### config.mk
export PLATFORM = sky130hd
export DESIGN_NAME = orao_vram_arbiter_flat
export DESIGN_NICKNAME = d
export VERILOG_FILES = /design/src/rtl/orao_vram_arbiter_if.sv /design/src/rtl/orao_vram_arbiter.sv /design/src/flat_wrapper.sv
export SDC_FILE = /design/constraint.sdc
export NUM_CORES = 1
export LEC_CHECK = 0
export ABC_AREA = 1
export BUFFER_PORTS_ARGS = -buffer_cell sky130_fd_sc_hd__buf_2
export CORE_MARGIN = 2
export CORE_UTILIZATION = 46
export DETAILED_ROUTE_END_ITERATION = 7
export PLACE_DENSITY = 0.75
export SYNTH_ARGS = -nofsm -noshare
export SYNTH_HDL_FRONTEND = slang
export SYNTH_SLANG_ARGS = --single-unit
### constraint.sdc
create_clock -name clk_pixel -period 2 [get_ports clk_pixel]
set_input_delay 0.5 -clock clk_pixel [delete_from_list [all_inputs] [get_ports clk_pixel]]
set_output_delay 0.5 -clock clk_pixel [all_outputs]
set_load 0.03 [all_outputs]
### src/rtl/orao_vram_arbiter_if.sv
// Requester-side bus of the Orao video RAM arbiter: display fetch port and CPU port.
// master = requesters (display generator / CPU), slave = arbiter.
interface orao_vram_arbiter_if #(
    parameter int unsigned ADDR_W = 13
) ();
    logic              disp_req;
    logic [ADDR_W-1:0] disp_addr;
    logic [7:0]        disp_data;
    logic              disp_valid;
    logic              disp_overrun;

    logic              cpu_req;
    logic              cpu_we;
    logic [ADDR_W-1:0] cpu_addr;
    logic [7:0]        cpu_wdata;
    logic [7:0]        cpu_rdata;
    logic              cpu_ack;

    modport master (
        output disp_req, disp_addr, cpu_req, cpu_we, cpu_addr, cpu_wdata,
        input  disp_data, disp_valid, disp_overrun, cpu_rdata, cpu_ack
    );

    modport slave (
        input  disp_req, disp_addr, cpu_req, cpu_we, cpu_addr, cpu_wdata,
        output disp_data, disp_valid, disp_overrun, cpu_rdata, cpu_ack
    );
endinterface

### src/rtl/orao_vram_arbiter.sv
// Shares one single-port synchronous video RAM between display fetch and CPU, one access per
// pixel clock; display has priority, CPU gets a forced slot after CPU_MAX_WAIT lost cycles.
module orao_vram_arbiter #(
    parameter int unsigned CPU_MAX_WAIT = 4,
    parameter int unsigned ADDR_W       = 13
) (
    input  logic               clk_pixel,
    input  logic               reset,
    orao_vram_arbiter_if.slave bus,
    output logic [ADDR_W-1:0]  ram_addr,
    output logic               ram_we,
    output logic [7:0]         ram_wdata,
    input  logic [7:0]         ram_rdata
);

    localparam logic [1:0] GntIdle = 2'd0;
    localparam logic [1:0] GntDisp = 2'd1;
    localparam logic [1:0] GntCpu  = 2'd2;
    localparam logic [3:0] MaxWait = 4'(CPU_MAX_WAIT);

    logic              disp_pend_q, disp_pend_d;
    logic [ADDR_W-1:0] pend_addr_q, pend_addr_d;
    logic              disp_overrun_q, disp_overrun_d;
    logic              cpu_inflight_q, cpu_inflight_d;
    logic [3:0]        wait_cnt_q, wait_cnt_d;

    logic [ADDR_W-1:0] ram_addr_q, ram_addr_d;
    logic              ram_we_q, ram_we_d;
    logic [7:0]        ram_wdata_q, ram_wdata_d;

    // g1: access presented to the RAM this cycle; g2: read data arriving from the RAM.
    logic              g1_disp_q, g1_disp_d;
    logic              g1_rd_q, g1_rd_d;
    logic              g1_wr_q, g1_wr_d;
    logic              g2_disp_q, g2_disp_d;
    logic              g2_rd_q, g2_rd_d;

    logic              disp_valid_q, disp_valid_d;
    logic [7:0]        disp_data_q, disp_data_d;
    logic              cpu_ack_q, cpu_ack_d;
    logic [7:0]        cpu_rdata_q, cpu_rdata_d;

    logic              cpu_ok;
    logic              cpu_force;
    logic [1:0]        gnt;
    logic [ADDR_W-1:0] gnt_addr;

    always_comb begin
        cpu_ok         = bus.cpu_req & ~cpu_inflight_q;
        cpu_force      = cpu_ok & (wait_cnt_q == MaxWait);
        gnt            = GntIdle;
        gnt_addr       = ram_addr_q;
        disp_pend_d    = disp_pend_q;
        pend_addr_d    = pend_addr_q;
        disp_overrun_d = disp_overrun_q;

        if (cpu_force) begin
            gnt      = GntCpu;
            gnt_addr = bus.cpu_addr;
            // The losing display request is parked; a second one has nowhere to go.
            if (bus.disp_req) begin
                if (disp_pend_q) begin
                    disp_overrun_d = 1'b1;
                end else begin
                    disp_pend_d = 1'b1;
                    pend_addr_d = bus.disp_addr;
                end
            end
        end else if (disp_pend_q) begin
            gnt         = GntDisp;
            gnt_addr    = pend_addr_q;
            disp_pend_d = bus.disp_req;
            if (bus.disp_req) begin
                pend_addr_d = bus.disp_addr;
            end
        end else if (bus.disp_req) begin
            gnt      = GntDisp;
            gnt_addr = bus.disp_addr;
        end else if (cpu_ok) begin
            gnt      = GntCpu;
            gnt_addr = bus.cpu_addr;
        end
    end

    always_comb begin
        ram_addr_d  = gnt_addr;
        ram_we_d    = (gnt == GntCpu) & bus.cpu_we;
        ram_wdata_d = (gnt == GntCpu) ? bus.cpu_wdata : ram_wdata_q;

        g1_disp_d = (gnt == GntDisp);
        g1_rd_d   = (gnt == GntCpu) & ~bus.cpu_we;
        g1_wr_d   = (gnt == GntCpu) & bus.cpu_we;
        g2_disp_d = g1_disp_q;
        g2_rd_d   = g1_rd_q;

        disp_valid_d = g2_disp_q;
        disp_data_d  = g2_disp_q ? ram_rdata : disp_data_q;
        // Writes complete once the RAM has sampled them; reads once data is captured.
        cpu_ack_d    = g1_wr_q | g2_rd_q;
        cpu_rdata_d  = g2_rd_q ? ram_rdata : cpu_rdata_q;

        if (gnt == GntCpu) begin
            cpu_inflight_d = 1'b1;
        end else if (cpu_ack_d) begin
            cpu_inflight_d = 1'b0;
        end else begin
            cpu_inflight_d = cpu_inflight_q;
        end

        if ((gnt == GntCpu) || !bus.cpu_req) begin
            wait_cnt_d = 4'd0;
        end else if (cpu_ok && (wait_cnt_q != MaxWait)) begin
            wait_cnt_d = wait_cnt_q + 4'd1;
        end else begin
            wait_cnt_d = wait_cnt_q;
        end
    end

    always_ff @(posedge clk_pixel or posedge reset) begin
        if (reset) begin
            disp_pend_q    <= 1'b0;
            pend_addr_q    <= '0;
            disp_overrun_q <= 1'b0;
            cpu_inflight_q <= 1'b0;
            wait_cnt_q     <= 4'd0;
            ram_addr_q     <= '0;
            ram_we_q       <= 1'b0;
            ram_wdata_q    <= 8'h00;
            g1_disp_q      <= 1'b0;
            g1_rd_q        <= 1'b0;
            g1_wr_q        <= 1'b0;
            g2_disp_q      <= 1'b0;
            g2_rd_q        <= 1'b0;
            disp_valid_q   <= 1'b0;
            disp_data_q    <= 8'h00;
            cpu_ack_q      <= 1'b0;
            cpu_rdata_q    <= 8'h00;
        end else begin
            disp_pend_q    <= disp_pend_d;
            pend_addr_q    <= pend_addr_d;
            disp_overrun_q <= disp_overrun_d;
            cpu_inflight_q <= cpu_inflight_d;
            wait_cnt_q     <= wait_cnt_d;
            ram_addr_q     <= ram_addr_d;
            ram_we_q       <= ram_we_d;
            ram_wdata_q    <= ram_wdata_d;
            g1_disp_q      <= g1_disp_d;
            g1_rd_q        <= g1_rd_d;
            g1_wr_q        <= g1_wr_d;
            g2_disp_q      <= g2_disp_d;
            g2_rd_q        <= g2_rd_d;
            disp_valid_q   <= disp_valid_d;
            disp_data_q    <= disp_data_d;
            cpu_ack_q      <= cpu_ack_d;
            cpu_rdata_q    <= cpu_rdata_d;
        end
    end

    assign ram_addr         = ram_addr_q;
    assign ram_we           = ram_we_q;
    assign ram_wdata        = ram_wdata_q;
    assign bus.disp_data    = disp_data_q;
    assign bus.disp_valid   = disp_valid_q;
    assign bus.disp_overrun = disp_overrun_q;
    assign bus.cpu_rdata    = cpu_rdata_q;
    assign bus.cpu_ack      = cpu_ack_q;

endmodule

### src/flat_wrapper.sv
// flat-port wrapper written by rule: the top's interface ports become plain ports
module orao_vram_arbiter_flat 
#(
    parameter int unsigned CPU_MAX_WAIT = 4,
    parameter int unsigned ADDR_W       = 13
)
  (clk_pixel, reset, ram_addr, ram_we, ram_wdata, ram_rdata, bus_disp_req, bus_disp_addr, bus_cpu_req, bus_cpu_we, bus_cpu_addr, bus_cpu_wdata, bus_disp_data, bus_disp_valid, bus_disp_overrun, bus_cpu_rdata, bus_cpu_ack);
  orao_vram_arbiter_if #(.ADDR_W(ADDR_W)) bus_i ();
  input  logic clk_pixel;
  input  logic reset;
  output logic [ADDR_W-1:0] ram_addr;
  output logic ram_we;
  output logic [7:0] ram_wdata;
  input  logic [7:0] ram_rdata;
  input wire logic [$bits(bus_i.disp_req)-1:0] bus_disp_req;
  input wire logic [$bits(bus_i.disp_addr)-1:0] bus_disp_addr;
  input wire logic [$bits(bus_i.cpu_req)-1:0] bus_cpu_req;
  input wire logic [$bits(bus_i.cpu_we)-1:0] bus_cpu_we;
  input wire logic [$bits(bus_i.cpu_addr)-1:0] bus_cpu_addr;
  input wire logic [$bits(bus_i.cpu_wdata)-1:0] bus_cpu_wdata;
  output wire logic [$bits(bus_i.disp_data)-1:0] bus_disp_data;
  output wire logic [$bits(bus_i.disp_valid)-1:0] bus_disp_valid;
  output wire logic [$bits(bus_i.disp_overrun)-1:0] bus_disp_overrun;
  output wire logic [$bits(bus_i.cpu_rdata)-1:0] bus_cpu_rdata;
  output wire logic [$bits(bus_i.cpu_ack)-1:0] bus_cpu_ack;
  assign bus_i.disp_req = bus_disp_req;
  assign bus_i.disp_addr = bus_disp_addr;
  assign bus_i.cpu_req = bus_cpu_req;
  assign bus_i.cpu_we = bus_cpu_we;
  assign bus_i.cpu_addr = bus_cpu_addr;
  assign bus_i.cpu_wdata = bus_cpu_wdata;
  assign bus_disp_data = bus_i.disp_data;
  assign bus_disp_valid = bus_i.disp_valid;
  assign bus_disp_overrun = bus_i.disp_overrun;
  assign bus_cpu_rdata = bus_i.cpu_rdata;
  assign bus_cpu_ack = bus_i.cpu_ack;
  orao_vram_arbiter #(.CPU_MAX_WAIT(CPU_MAX_WAIT), .ADDR_W(ADDR_W)) u_core (.clk_pixel(clk_pixel), .reset(reset), .bus(bus_i), .ram_addr(ram_addr), .ram_we(ram_we), .ram_wdata(ram_wdata), .ram_rdata(ram_rdata));
endmodule
Word level (Yosys, flattened, before mapping)
Cells that the tools add are included.
{"block": "classes", "reduce_logical": 9, "n_eq_ne": 7, "n_bitwise": 7, "mux": 20, "n_addsub": 1}
{"operator": "2-to-1 mux 13 bit", "count": 9}
{"operator": "2-to-1 mux 2 bit", "count": 4}
{"operator": "2-to-1 mux 4 bit", "count": 2}
{"operator": "!= test 2 bit (second input constant)", "count": 3}
{"operator": "nonzero test 2 bit", "count": 3}
{"operator": "2-to-1 mux 1 bit", "count": 5}
{"operator": "adder 4 x 1 -> 4 bit (second input constant)", "count": 1}
{"operator": "bitwise AND 1 bit", "count": 4}
{"operator": "equality test 4 x 3 -> 1 bit (second input constant)", "count": 1}
{"operator": "!= test 4 x 3 -> 1 bit (second input constant)", "count": 1}
{"operator": "AND reduction 4 bit", "count": 1}
{"operator": "nonzero test 4 bit", "count": 1}
{"operator": "AND reduction 3 bit", "count": 1}
{"operator": "equality test 2 x 1 -> 1 bit (second input constant)", "count": 1}
{"operator": "equality test 2 bit (second input constant)", "count": 1}
{"operator": "NOT 1 bit", "count": 2}
{"operator": "logical AND 1 bit", "count": 1}
{"operator": "logical NOT 1 bit", "count": 1}
{"operator": "logical OR 1 bit", "count": 1}
{"operator": "bitwise OR 1 bit", "count": 1}
{"block": "totals", "ff_bits": 64, "output_inout_bits": 41}

Longest topological paths before layout
{"block": "logic_depth", "word_depth": 9, "depth_mapped": 10, "mapped_depth_nobuf": 9}

Worst setup path after synthesis
No wires, ideal clock.
{"block": "synth_timing", "path_type": "reg2reg", "startpoint": "reg u_core.wait_cnt_q[0]", "endpoint": "reg u_core.pend_addr_q[0]", "path_stages_with_launch": 11, "arrival_time_ns": 1.292, "period_less_slack_ns": 1.409, "setup_time_ns": 0.117, "t_required_ns": 1.883, "path_slack_ns": 0.591, "path_cell_list": "dfrtp_1 inv_1 ha_1 nand2_2 nor2_4 nand2_4 nand2_4 nand3_4 buf_6 nand2_2 nand2_1"}
{"block": "synth_between", "elab_chain_cells": 4}
{"item": "start: declaration", "line": "orao_vram_arbiter.sv:25", "rtl": "logic [3:0] wait_cnt_q, wait_cnt_d;"}
{"item": "start signal: assignment", "line": "orao_vram_arbiter.sv:143", "rtl": "wait_cnt_q <= wait_cnt_d;"}
{"item": "equality test 4 x 3 -> 1 bit (*)", "line": "orao_vram_arbiter.sv:50", "rtl": "cpu_force = cpu_ok & (wait_cnt_q == MaxWait);"}
{"item": "bitwise AND 1 bit (*)", "line": "orao_vram_arbiter.sv:50"}
{"item": "!= test 2 bit (no source line) or nonzero test 2 bit (tied branches)"}
{"item": "AND reduction 4 bit (no source line)"}
{"item": "end signal: assignment", "line": "orao_vram_arbiter.sv:140", "rtl": "pend_addr_q <= pend_addr_d;"}
{"item": "end: declaration", "line": "orao_vram_arbiter.sv:22", "rtl": "logic [ADDR_W-1:0] pend_addr_q, pend_addr_d;"}
Mark *: on every way between the ends. The rest lies on a longest branch, timed or not.
A chain may end at the register's enable or synchronous reset.

Worst setup path after layout
{"block": "layout_timing", "startpoint": "reg u_core.wait_cnt_q[0]", "endpoint": "reg u_core.pend_addr_q[4]"}
The elaborated chain is that of the path after synthesis.

==> implementation parameters <==
Parameter                              Value

Run status
  Outcome    finished clean

Route
  DRT Wirelength    6440 um
  Post-route antenna net violation count    0
  Routed length on met1    2908 um
  Wire length per cell    12.65 um
  Vias    2434
  Uppermost layer routed    met4
  Number of optimization iterations in the first detailed-route pass    4
  Iteration-0 DRC count of the detailed router    119
  Wire length on met2    3166 um
  Post-DR vias/cell    4.782
  Post-route DRC    0
  Total met3 wirelength after detailed routing    221 um

Global route
  Overall global routing resource usage    19.86%
  Maximum number of pins on one net before global-route repair    65
  Overflow left after global routing    0
  Antenna violations before repair    0
  Global-route wire length before repair    11050 um
  Number of global-route vias before repair    2369

Clocking
  Count of hold buffers inserted by post-cts repair    0
  Total setup buffers inserted after CTS    0
  TritonCTS clock tree    done
  Clk slew on worst S/H paths    80 ps
  Number of H-tree levels    3
  Clock net sink count    64
  Clock insertion delay at the later pin of the skew report    350 ps
  Worst-case clock buffer depth    2
  Post-CTS Resized    0
  Cts bufs inserted    9
  Root cell of the clock tree    clkbuf_8

Synth
  Most frequent cell after synthesis    nand2_1
  Number of enable flip-flop cells after synthesis    0
  Cell variety after synth    25
  Primary FF master, synth    dfrtp_1
  Synth top cells by count    133 x nand2_1, 64 x dfrtp_1, 38 x inv_1
  Fraction of synthesis flops using an asynchronous set or reset pin    100.0%
  Proportion of synthesized chip area in sequential cells    54.79%
  Synthesized area divided by synthesized cell count    8.622 um^2
  Number of flip-flops and latches in the synthesized netlist    64
  Yosys synthesis warning count    0
  Post-synthesis cell type with the largest combined area    dfrtp_1
  Count of mapped cells out of synthesis    339
  Most area-consuming cells after synthesis    dfrtp_1 55%, nand2_1 17%, inv_1 4.9%
  Synth Cell Area    2923 um^2
  Share of Yosys cell area claimed by the top area cell type    54.79%
  Post-Synthesis Net Count    388

STA
  Relative slew slack    73.36%
  Measured slew at the worst slew-check pin    399.2 ps
  Max-slew violation total from the final report    0
  Setup repair after global routing missed its margin    no
  Final-layout setup total negative slack    0 ps
  Worst Setup Slack, final    227.0 ps
  Peak clock frequency supported by timing    564.0 MHz
  Setup skew after layout    8.183 ps
  Total of endpoints with negative setup slack in the final report    0
  Final period utilization    88.65%
  Min Clock Period, post-route    1773 ps
  Hold violation total from the final report    0

Cells and area
  Area Overhead vs Synth    24.83%
  Diodes inserted    0
  Design Area, Final    3649 um^2
  Nets    476
  Share of the core filled with cells in the final layout    58.46%
  Fraction of layout cells with a size suffix above 1    32.18%

Floorplanning
  Number of standard-cell rows in the floorplan    29
  Starting density of the core    46.83%
  Die width    83.71 um
  Core area    6241 um^2
  Ports    88
  Die Ht    83.71 um
  Area of the die    7007 um^2

Placement
  Gp weighted congestion    0.8106
  Area after detailed placement    3422 um^2
  Worst slack after detailed placement    252.9 ps
  HPWL Detailed    4637 um
  Count of port buffers added during placement    87

Power and ir drop
  Proportion of power drawn by flip-flops and latches    40.6%
  Switching part of the total power    37.76%
  NetSw    1619 uW
  Total power of the final layout    4287 uW
  Power share of the clock group    29.8%
  Cell leakage power    0.002009 uW
  Maximum vdd drop    0.0007525 V
  Cell-internal power    2668 uW
  Pwr/cell area    1175 nW/um^2
  Share of power burned in combinational logic    29.6%

Flow run
  Max Cap Viol    0

Setup path
  Arrival time reported for the critical path endpoint    2010 ps
  CP Capture Type    register
  Startpoint Class    register
  Critical Path RT    2240 ps
  Worst setup path category    register to register
  Worst-path fanout max    17

Min path
  Tightest Hold Check Type    primary input to asynchronous set/reset pin
[placed cells by master, fill, tap and decap left out, types with 2 or more instances in the layout]
cell | synthesis | routed
buf_2 | 5 | 87
nand4_1 | 13 | 13
nand3_1 | 18 | 18
bufinv_16 | 0 | 2
inv_6 | 0 | 3
ha_1 | 2 | 2
o21ai_0 | 20 | 20
nand2_2 | 13 | 13
buf_4 | 4 | 4
inv_1 | 38 | 37
mux2_2 | 8 | 8
clkinvlp_4 | 0 | 2
nor2_1 | 3 | 3
nand2_4 | 2 | 2
nand2_1 | 133 | 133
clkbuf_8 | 0 | 9
dfrtp_1 | 64 | 64
nor2_4 | 2 | 2
[critical path, stage by stage (launching register included)]
cell     delay, ps
dfrtp_1        400
inv_1          110
ha_1           170
nand2_2         70
nor2_4         150
nand2_4        150
nand2_4        180
nand3_4        230
nand2_1        140
nand2_1         70
[layer usage]
layer	vias to the layer above	track usage, %
met2	45	31.27
met3	14	4.451
li1	1230	-
met5	-	0
met4	0	9.824
met1	1145	25.92
[cell type report]
cell class | instances | area, um^2
Clock buffer | 9 | 123.9
Clock inverter | 7 | 102.6
Fill cell | 561 | 2592
Inverter | 39 | 150.1
Multi-Input combinational cell | 221 | 1089
Sequential cell | 64 | 1602
Tap cell | 77 | 96.34
Timing Repair Buffer | 92 | 485.5
[power by group through the flow]
stage               Combinational (uW)  Clock (uW)  Sequential [uW]
global route                      1380        1360             1780
global placement                  1260           0             1760
CTS                               1290        1290             1740
detailed placement                1290           0             1760
floorplan                          382           0             2250
finish                            1270        1280             1740
[through the flow]
stage / hold WS, ps / cells
after floorplan: 331.2 / 339
after global placement: 331.4 / 493
after detailed placement: 334.7 / 493
after CTS: 238.1 / 509
after global routing: 249.2 / 509
final: 227.0 / 509
[state kept, by name (all words and copies together), names as in the netlist]
signal / cells
u_core.g2_rd_q: 1
u_core.bus.cpu_rdata: 8
u_core.disp_valid_d: 1
u_core.bus.disp_overrun: 1
u_core.g1_disp_q: 1
u_core.bus.disp_valid: 1
u_core.pend_addr_q: 13
u_core.disp_pend_q: 1
u_core.ram_wdata: 8
u_core.bus.cpu_ack: 1
u_core.ram_addr: 13
u_core.g1_rd_q: 1
u_core.ram_we: 1
u_core.wait_cnt_q: 4
u_core.bus.disp_data: 8
u_core.cpu_inflight_q: 1
[logic make-up (layout without fill, tap and decap cells)]
kind of cell,count (synthesis),in the layout,share of synthesized area [%]
fa+ha+maj,2,2,0.8560
flops,64,64,54.79
buf+inv,54,147,7.962
xor+xnor,2,2,0.5994
simple gates,188,188,29.02
compound gates,21,21,3.682
mux,8,8,3.082
[path summary, 6_finish.rpt]
| check | start | endpoint | slack, ps | cells after the start |
|---|---|---|---|---|
| min | reset | u_core.pend_addr_q[5] | 230 | 3 |
| max | u_core.wait_cnt_q[0] | u_core.pend_addr_q[4] | 230 | 9 |
| min in group clk_pixel | bus_cpu_we | u_core.g1_rd_q | 310 | 2 |
| max in group asynchronous | reset | u_core.wait_cnt_q[2] | 1490 | 3 |
| max reg2reg | u_core.wait_cnt_q[0] | u_core.pend_addr_q[4] | 230 | 9 |
| min reg2reg | u_core.g1_disp_q | u_core.disp_valid_d | 350 | 0 |
(Power assumes the default switching activity.)
